### src/rtl/codemem_loader_if.sv
// Host stream and code RAM write port bundle for codemem_loader.
interface codemem_loader_if #(
  parameter int unsigned ADDR_WIDTH = 10,
  parameter int unsigned DATA_WIDTH = 64,
  parameter int unsigned IN_WIDTH   = 32
);
  logic [IN_WIDTH-1:0]   s_data;
  logic                  s_valid;
  logic                  s_last;
  logic                  s_ready;
  logic [ADDR_WIDTH-1:0] wr_addr;
  logic [DATA_WIDTH-1:0] wr_data;
  logic                  wr_en;
  logic                  wr_clk_en;

  // Host side: drives the instruction-half stream, observes the write port.
  modport master (
    output s_data, s_valid, s_last,
    input  s_ready,
    input  wr_addr, wr_data, wr_en, wr_clk_en
  );

  // Loader side: consumes the stream, drives the code RAM write port.
  modport slave (
    input  s_data, s_valid, s_last,
    output s_ready,
    output wr_addr, wr_data, wr_en, wr_clk_en
  );
endinterface

### src/rtl/codemem_loader.sv
// Packs pairs of 32-bit halves into 64-bit BPF instructions and writes them
// to the code RAM at sequential addresses from 0.
module codemem_loader #(
  parameter int unsigned ADDR_WIDTH = 10,
  parameter int unsigned DATA_WIDTH = 64,
  parameter int unsigned IN_WIDTH   = 32
) (
  input  logic                clk,
  input  logic                rst_n,
  input  logic                start,
  codemem_loader_if.slave     bus,
  output logic                busy,
  output logic                done,
  output logic [ADDR_WIDTH:0] inst_count,
  output logic                err_overflow,
  output logic                err_protocol
);

  localparam int unsigned CNT_WIDTH = ADDR_WIDTH + 1;
  localparam int unsigned DEPTH     = 1 << ADDR_WIDTH;

  typedef enum logic [1:0] {
    IDLE    = 2'd0,
    WAIT_UP = 2'd1,
    WAIT_LO = 2'd2,
    DONE    = 2'd3
  } state_e;

  state_e                state_q, state_d;
  logic [IN_WIDTH-1:0]   upper_q, upper_d;
  logic [CNT_WIDTH-1:0]  count_q, count_d;
  logic [ADDR_WIDTH-1:0] wr_addr_q, wr_addr_d;
  logic [DATA_WIDTH-1:0] wr_data_q, wr_data_d;
  logic                  wr_en_q, wr_en_d;
  logic                  s_ready_q, s_ready_d;
  logic                  busy_q, busy_d;
  logic                  done_q, done_d;
  logic                  err_ovf_q, err_ovf_d;
  logic                  err_proto_q, err_proto_d;
  logic                  xfer_c;
  logic                  full_c;

  assign xfer_c = bus.s_valid && s_ready_q;
  assign full_c = (count_q == CNT_WIDTH'(DEPTH));

  // Next-state, packing and write-port decode.
  always_comb begin
    state_d     = state_q;
    upper_d     = upper_q;
    count_d     = count_q;
    wr_addr_d   = wr_addr_q;
    wr_data_d   = wr_data_q;
    wr_en_d     = 1'b0;
    done_d      = done_q;
    err_ovf_d   = err_ovf_q;
    err_proto_d = err_proto_q;

    if (start) begin
      // New load wins over any stream activity in the same cycle.
      state_d     = WAIT_UP;
      upper_d     = '0;
      count_d     = '0;
      wr_addr_d   = '0;
      done_d      = 1'b0;
      err_ovf_d   = 1'b0;
      err_proto_d = 1'b0;
    end else begin
      unique case (state_q)
        WAIT_UP: begin
          if (xfer_c) begin
            if (bus.s_last) begin
              // Program ended on an upper half: drop it and flag.
              err_proto_d = 1'b1;
              done_d      = 1'b1;
              state_d     = DONE;
            end else begin
              upper_d = bus.s_data;
              state_d = WAIT_LO;
            end
          end
        end
        WAIT_LO: begin
          if (xfer_c) begin
            if (full_c) begin
              // Keep draining the stream but discard the instruction.
              err_ovf_d = 1'b1;
            end else begin
              wr_en_d   = 1'b1;
              wr_addr_d = count_q[ADDR_WIDTH-1:0];
              wr_data_d = DATA_WIDTH'({upper_q, bus.s_data});
              count_d   = count_q + CNT_WIDTH'(1);
            end
            if (bus.s_last) begin
              done_d  = 1'b1;
              state_d = DONE;
            end else begin
              state_d = WAIT_UP;
            end
          end
        end
        default: begin
          state_d = state_q;
        end
      endcase
    end

    s_ready_d = (state_d == WAIT_UP) || (state_d == WAIT_LO);
    busy_d    = s_ready_d;
  end

  // State and output registers; reset aborts any pending write.
  always_ff @(posedge clk or negedge rst_n) begin
    if (!rst_n) begin
      state_q     <= IDLE;
      upper_q     <= '0;
      count_q     <= '0;
      wr_addr_q   <= '0;
      wr_data_q   <= '0;
      wr_en_q     <= 1'b0;
      s_ready_q   <= 1'b0;
      busy_q      <= 1'b0;
      done_q      <= 1'b0;
      err_ovf_q   <= 1'b0;
      err_proto_q <= 1'b0;
    end else begin
      state_q     <= state_d;
      upper_q     <= upper_d;
      count_q     <= count_d;
      wr_addr_q   <= wr_addr_d;
      wr_data_q   <= wr_data_d;
      wr_en_q     <= wr_en_d;
      s_ready_q   <= s_ready_d;
      busy_q      <= busy_d;
      done_q      <= done_d;
      err_ovf_q   <= err_ovf_d;
      err_proto_q <= err_proto_d;
    end
  end

  assign bus.s_ready   = s_ready_q;
  assign bus.wr_addr   = wr_addr_q;
  assign bus.wr_data   = wr_data_q;
  assign bus.wr_en     = wr_en_q;
  assign bus.wr_clk_en = wr_en_q;
  assign busy          = busy_q;
  assign done          = done_q;
  assign inst_count    = count_q;
  assign err_overflow  = err_ovf_q;
  assign err_protocol  = err_proto_q;

endmodule

### src/flat_wrapper.sv
// flat-port wrapper written by rule: the top's interface ports become plain ports
module codemem_loader_flat 
#(
  parameter int unsigned ADDR_WIDTH = 10,
  parameter int unsigned DATA_WIDTH = 64,
  parameter int unsigned IN_WIDTH   = 32
)
  (clk, rst_n, start, busy, done, inst_count, err_overflow, err_protocol, bus_s_data, bus_s_valid, bus_s_last, bus_s_ready, bus_wr_addr, bus_wr_data, bus_wr_en, bus_wr_clk_en);
  codemem_loader_if #(.ADDR_WIDTH(ADDR_WIDTH), .DATA_WIDTH(DATA_WIDTH), .IN_WIDTH(IN_WIDTH)) bus_i ();
  input  logic clk;
  input  logic rst_n;
  input  logic start;
  output logic busy;
  output logic done;
  output logic [ADDR_WIDTH:0] inst_count;
  output logic err_overflow;
  output logic err_protocol;
  input wire logic [$bits(bus_i.s_data)-1:0] bus_s_data;
  input wire logic [$bits(bus_i.s_valid)-1:0] bus_s_valid;
  input wire logic [$bits(bus_i.s_last)-1:0] bus_s_last;
  output wire logic [$bits(bus_i.s_ready)-1:0] bus_s_ready;
  output wire logic [$bits(bus_i.wr_addr)-1:0] bus_wr_addr;
  output wire logic [$bits(bus_i.wr_data)-1:0] bus_wr_data;
  output wire logic [$bits(bus_i.wr_en)-1:0] bus_wr_en;
  output wire logic [$bits(bus_i.wr_clk_en)-1:0] bus_wr_clk_en;
  assign bus_i.s_data = bus_s_data;
  assign bus_i.s_valid = bus_s_valid;
  assign bus_i.s_last = bus_s_last;
  assign bus_s_ready = bus_i.s_ready;
  assign bus_wr_addr = bus_i.wr_addr;
  assign bus_wr_data = bus_i.wr_data;
  assign bus_wr_en = bus_i.wr_en;
  assign bus_wr_clk_en = bus_i.wr_clk_en;
  codemem_loader #(.ADDR_WIDTH(ADDR_WIDTH), .DATA_WIDTH(DATA_WIDTH), .IN_WIDTH(IN_WIDTH)) u_core (.clk(clk), .rst_n(rst_n), .start(start), .bus(bus_i), .busy(busy), .done(done), .inst_count(inst_count), .err_overflow(err_overflow), .err_protocol(err_protocol));
endmodule
### config.mk
export PLATFORM = sky130hd
export DESIGN_NAME = codemem_loader_flat
export DESIGN_NICKNAME = d
export VERILOG_FILES = /design/src/rtl/codemem_loader_if.sv /design/src/rtl/codemem_loader.sv /design/src/flat_wrapper.sv
export SDC_FILE = /design/constraint.sdc
export NUM_CORES = 1
export LEC_CHECK = 0
export ABC_AREA = 1
export CORE_ASPECT_RATIO = 0.7
export CORE_MARGIN = 5
export CORE_UTILIZATION = 50
export CTS_BUF_LIST = sky130_fd_sc_hd__clkbuf_4 sky130_fd_sc_hd__clkbuf_8
export DETAILED_ROUTE_END_ITERATION = 6
export PLACE_DENSITY_LB_ADDON = 0.15
export SKIP_LAST_GASP = 1
export SYNTH_ARGS = -nofsm -noshare
export SYNTH_HDL_FRONTEND = slang
export SYNTH_SLANG_ARGS = --single-unit
### constraint.sdc
create_clock -name clk -period 2.2 [get_ports clk]
set_input_delay 0.44 -clock clk [delete_from_list [all_inputs] [get_ports clk]]
set_output_delay 0.44 -clock clk [all_outputs]
set_load 0.05 [all_outputs]
* Yosys cells after proc, flatten, opt, wreduce, memory -nomap -nowiden *
Index checks and enable logic that the tools add are counted.

storage, ports and cells
  output and inout port bits = 92
  flip-flop bits (word level) = 124
  bits of input ports = 37
  word-level logic and storage cells = 67

cells by class
  equality and inequality tests = 7
  multiplexer cells = 32
  bitwise gates (word level) = 2
  add/subtract/negate cells = 1
  reductions and logical operators = 15

operator list
  cell                     number
  $mux W32                 4
  $mux W11                 4
  $mux W10                 4
  $mux W1                  15
  $reduce_and A3 Y1        5
  $reduce_bool A2 Y1       6
  $add A11 B1 Y11 const B  1
  $eq A11 B11 Y1 const B   1
  $mux W2                  4
  $eq A2 B1 Y1 const B     2
  $eq A2 B2 Y1 const B     2
  $ne A2 B2 Y1 const B     2
  $pmux W2 S2              1
  $reduce_and A4 Y1        1
  $not A1 Y1               2
  $reduce_or A2 Y1         1
  $logic_and A1 B1 Y1      1
  $logic_or A1 B1 Y1       1

* Depth between registers and ports, before layout *
  word-level depth = 6
  depth in mapped cells = 10
  depth with buffers taken out = 9

* Worst setup path before layout *
No wires, ideal clock.

  kind = register to register
  from = reg u_core.count_q[0] (netlist: u_core.inst_count[0])
  to = reg u_core.wr_data_q[10] (netlist: u_core.bus.wr_data[10])
  stages on the path, launching flop included = 11
  required time = 2.081 ns
  arrival time = 1.798 ns
  buffers on the path = 2
  slack = 0.284 ns
  path through = dfrtp_1 > inv_1 > ha_1 > nand3_2 > nor2_4 > nor2_8 > nand2_4 > buf_8 > buf_12 > nand2_2 > nand2_1

on the way
  cells in the longest elaborated chain, start to end = 3

RTL lines
  element                      line                   RTL
  from (decl)                  codemem_loader.sv:31   logic [CNT_WIDTH-1:0] count_q, count_d;
  from (signal assigned)       codemem_loader.sv:128  count_q <= count_d;
  $eq A11 B11 Y1               codemem_loader.sv:44   assign full_c = (count_q == CNT_WIDTH'(DEPTH));
  $not A1 Y1 (no line)         --
  $reduce_and A4 Y1 (no line)  --
  to (signal assigned)         codemem_loader.sv:130  wr_data_q <= wr_data_d;
  to (decl)                    codemem_loader.sv:33   logic [DATA_WIDTH-1:0] wr_data_q, wr_data_d;

Every way passes these cells.
A chain may end at the register's enable or synchronous reset.

* Worst setup path in the final report *
  from = reg u_core.count_q[10] (netlist: u_core.inst_count[10])
  to = out inst_count[10]

RTL lines
  element    line                RTL
  to (decl)  flat_wrapper.sv:15  output logic [ADDR_WIDTH:0] inst_count;

No word-level cell between the ends.

==> flow_summary.yaml <==
critical_path:
  worstSetupEndpoint: "inst_count[10]"
  worst_setup_path_startpoint: "u_core.inst_count[10]$_DFFE_PN0P_"
  internal_reg_to_reg_setup_slack_ns: 0.24
  r2r-end: "u_core.inst_count[1]$_DFFE_PN0P_"
  worstPathRequired_ns: 1.76
  rr_worst_depth: 8
  critPathBufInv: 1
  crit_cells: 1
  critPathCaptureType: "output port"
  crit_type: "reg -> out"
  path_cells: "clkdlybuf4s50_1"
  worst_path_dominant_cell_family: "buffers and inverters"
  cp_max_fo: 5
  worstReg2RegStart: "u_core.inst_count[1]$_DFFE_PN0P_"
  cp_slowest_stage_delay_ns: 0.84
  critical_path.slowest_cell: "sky130_fd_sc_hd__clkdlybuf4s50_1"
  worstSetupStartpointType: "register"
  crit_arrival_ns: 1.69
route:
  route.detailed.drc: 0
  totalWireLength_um: 13300
  detail_route.vias_per_cell: 5.07
  drt_pass1_iterations: 5
  iteration_0_drc_markers: 286
  num_vias: 4540
  ant_nets: 0
  routed_wirelength_normalized_by_instance_count_um: 14.8
cts:
  clock-sinks: 124
  postCtsSetupBuffers: 0
  root_buffer: "sky130_fd_sc_hd__clkbuf_8"
  insertion_delay_ns: 0.42
  cts_buffers: 17
  clk_pin_slew_ns: 0.07
  cts.path.max_buffers: 2
  h-tree-depth: 4
  cts_tree: "built"
floorplan:
  starting_utilization_of_the_core_area: 0.505
  dieArea_um2: 13200
  floorplan.core_area_um2: 10900
  die_y_um: 97.8
  floorplan.die.width_um: 135
  num_io_pins: 129
  num_rows: 32
synthesis:
  post_synth_main_area_contributors: "sky130_fd_sc_hd__dfrtp_1 56%, sky130_fd_sc_hd__nand3_1 13%, sky130_fd_sc_hd__nand2_1 10%"
  synth-compound-area-share: 0.0373
  mappedNetlistArea_um2: 5500
  avgSynthCellArea_um2: 8.99
  yosys.area.top_type_share: 0.564
  synth-simple-area-share: 0.296
  synth.yosys.seq_area_share: 0.564
  netlist-cell-type-count: 30
  synth-adder-area-share: 0.0114
  synth_seq_cells: 124
  yosys_warnings: 0
  yosys.area.top_type: "sky130_fd_sc_hd__dfrtp_1"
  synth-xor-area-share: 0.00318
  syn-instance-count: 612
  synth.area.mux_share: 0
  largest_family_of_logic_cells_by_synthesized_area: "simple AND/OR/NAND/NOR gates"
  syn-num-nets: 654
min_path:
  worstHoldPathType: "reg -> reg"
cells_and_area:
  final_nets: 772
  finish.utilization: 0.676
  antenna_diode_instance_count: 0
  flow.area_growth_from_synthesis_pct: 33.9
  post_route_cells_drive_above_1_share: 0.116
flow_run:
  max_cap_violations: 0
sta:
  post-route-period-util: 0.969
  setup_tns_final_ns: 0
  hold_ws_ns: 0.474
  fin_skew_ns: 0.0139
  final-max-slew-violation-count: 0
  worst_slew_pin_slew_ns: 0.682
  slew_headroom: 0.545
  hold_viol_final: 0
  layout_min_cycle_time_ns: 2.13
  achievable-frequency_mhz: 469
  rsz0062_at_grt: "false"
  final-setup-viol-count: 0
grt:
  grt_pass1_vias: 4439
  grt.total_usage: 0.210
  grt-ovfl-total: 0
  grt_max_degree: 72
  antenna_found_initial: 0
  grt_first_pass_wirelength_um: 22300
pwr:
  cellPowerDensity_nw_per_um2: 1160
  design_power_total_mw: 8.53
  power_leakage_nw: 3.65
  ir_drop_v: 0.000657
run_status:
  outcome: "finished clean"
place:
  dpl.hpwl_um: 8840
  gp_congestion: 0.844
  buffer_ports.inserted: 128
[through the flow]
stage / cell area (um^2) / setup WS [ns] / cells
6_report: 7370 / 0.0673 / 896
3_5_place_dp: 6870 / 0.0692 / 863
2_1_floorplan: 5500 / 0.284 / 612
3_3_place_gp: 6870 / 0.133 / 863
5_1_grt: 7370 / 0.00350 / 896
4_1_cts: 7370 / 0.0307 / 896
[placed cells by master, fill, tap and decap left out, types with 10 or more instances in the layout]
cell / n
sky130_fd_sc_hd__nand3_1: 138
sky130_fd_sc_hd__dfrtp_1: 124
sky130_fd_sc_hd__nor2_1: 13
sky130_fd_sc_hd__clkdlybuf4s50_1: 118
sky130_fd_sc_hd__clkbuf_8: 20
sky130_fd_sc_hd__inv_1: 50
sky130_fd_sc_hd__o21ai_0: 33
sky130_fd_sc_hd__nand2_1: 149
sky130_fd_sc_hd__nand2_2: 29
sky130_fd_sc_hd__nand4_1: 10
[state kept, by name, indices dropped and copies added, names as in the netlist]
signal                cells
u_core.bus.s_ready        1
u_core.bus.wr_data       64
u_core.bus.wr_addr       10
u_core.upper_q           32
u_core.bus.wr_clk_en      1
u_core.err_overflow       1
u_core.done               1
u_core.inst_count        11
u_core.state_q            2
u_core.err_protocol       1
[metal layers]
| layer | GRT usage | wire length (um) | vias up |
|---|---|---|---|
| li1 | - | - | 2213 |
| met1 | 0.292 | 6160 | 2166 |
| met2 | 0.319 | 6100 | 151 |
| met3 | 0.0597 | 877 | 10 |
| met4 | 0.0689 | 138 | 0 |
| met5 | 0 | 0 | - |
[cell families (layout without fill, tap and decap cells)]
| kind of cell | Yosys count | in the layout |
|---|---|---|
| simple gates | 348 | 348 |
| flops | 124 | 124 |
| buf+inv | 94 | 225 |
| compound gates | 39 | 39 |
| fa+ha+maj | 5 | 5 |
| xor+xnor | 2 | 2 |
[area by class of cell]
class	count	area [um^2]
flip-flops and latches	124	3100
clock inverters	11	213
clock buffers	21	283
well taps	153	191
fillers	878	3520
repair buffers	142	1460
inverters	51	194
multi-input cells	394	1920
[report_power, final]
part	internal [mW]	switching (mW)	leakage [nW]	total, mW
Clock	1.57	0.883	0.253	2.45
Combinational	0.973	2.06	1.72	3.03
Sequential	2.75	0.304	1.67	3.05
Total	5.29	3.24	3.65	8.53
[cell usage after synthesis (all sizes together)]
cell	instances
nand2	179
a21oi	2
o21a	1
buf	38
xor2	2
dfrtp	124
o21bai	1
nand4	10
clkbuf	5
or2	1
inv	51
o21ai	34
a31oi	1
nor2	17
nand3	140
ha	5
nor3	1
[what timing repair did]
item                       CTS  global route
hold buffers                 1             0
gates resized for setup      8             0
setup endpoints to repair    8             0
hold endpoints to repair    31             0
[worst min-delay path by stage]
stage | depth (start not counted) | slack [ns] | to | start
2_1_floorplan | 0 | 0.14 | u_core.bus.s_ready$_DFF_PN0_ | rst_n
3_3_place_gp | 1 | 0.42 | u_core.bus.s_ready$_DFF_PN0_ | rst_n
3_5_place_dp | 1 | 0.42 | u_core.done$_DFFE_PN0P_ | rst_n
4_1_cts | 2 | 0.48 | u_core.bus.wr_data[38]$_DFFE_PN0P_ | u_core.bus.wr_data[38]$_DFFE_PN0P_
5_1_grt | 2 | 0.50 | u_core.bus.wr_data[36]$_DFFE_PN0P_ | u_core.bus.wr_data[36]$_DFFE_PN0P_
6_report | 2 | 0.47 | u_core.bus.wr_data[38]$_DFFE_PN0P_ | u_core.bus.wr_data[38]$_DFFE_PN0P_
No activity file was read; power rests on OpenSTA's default activity.
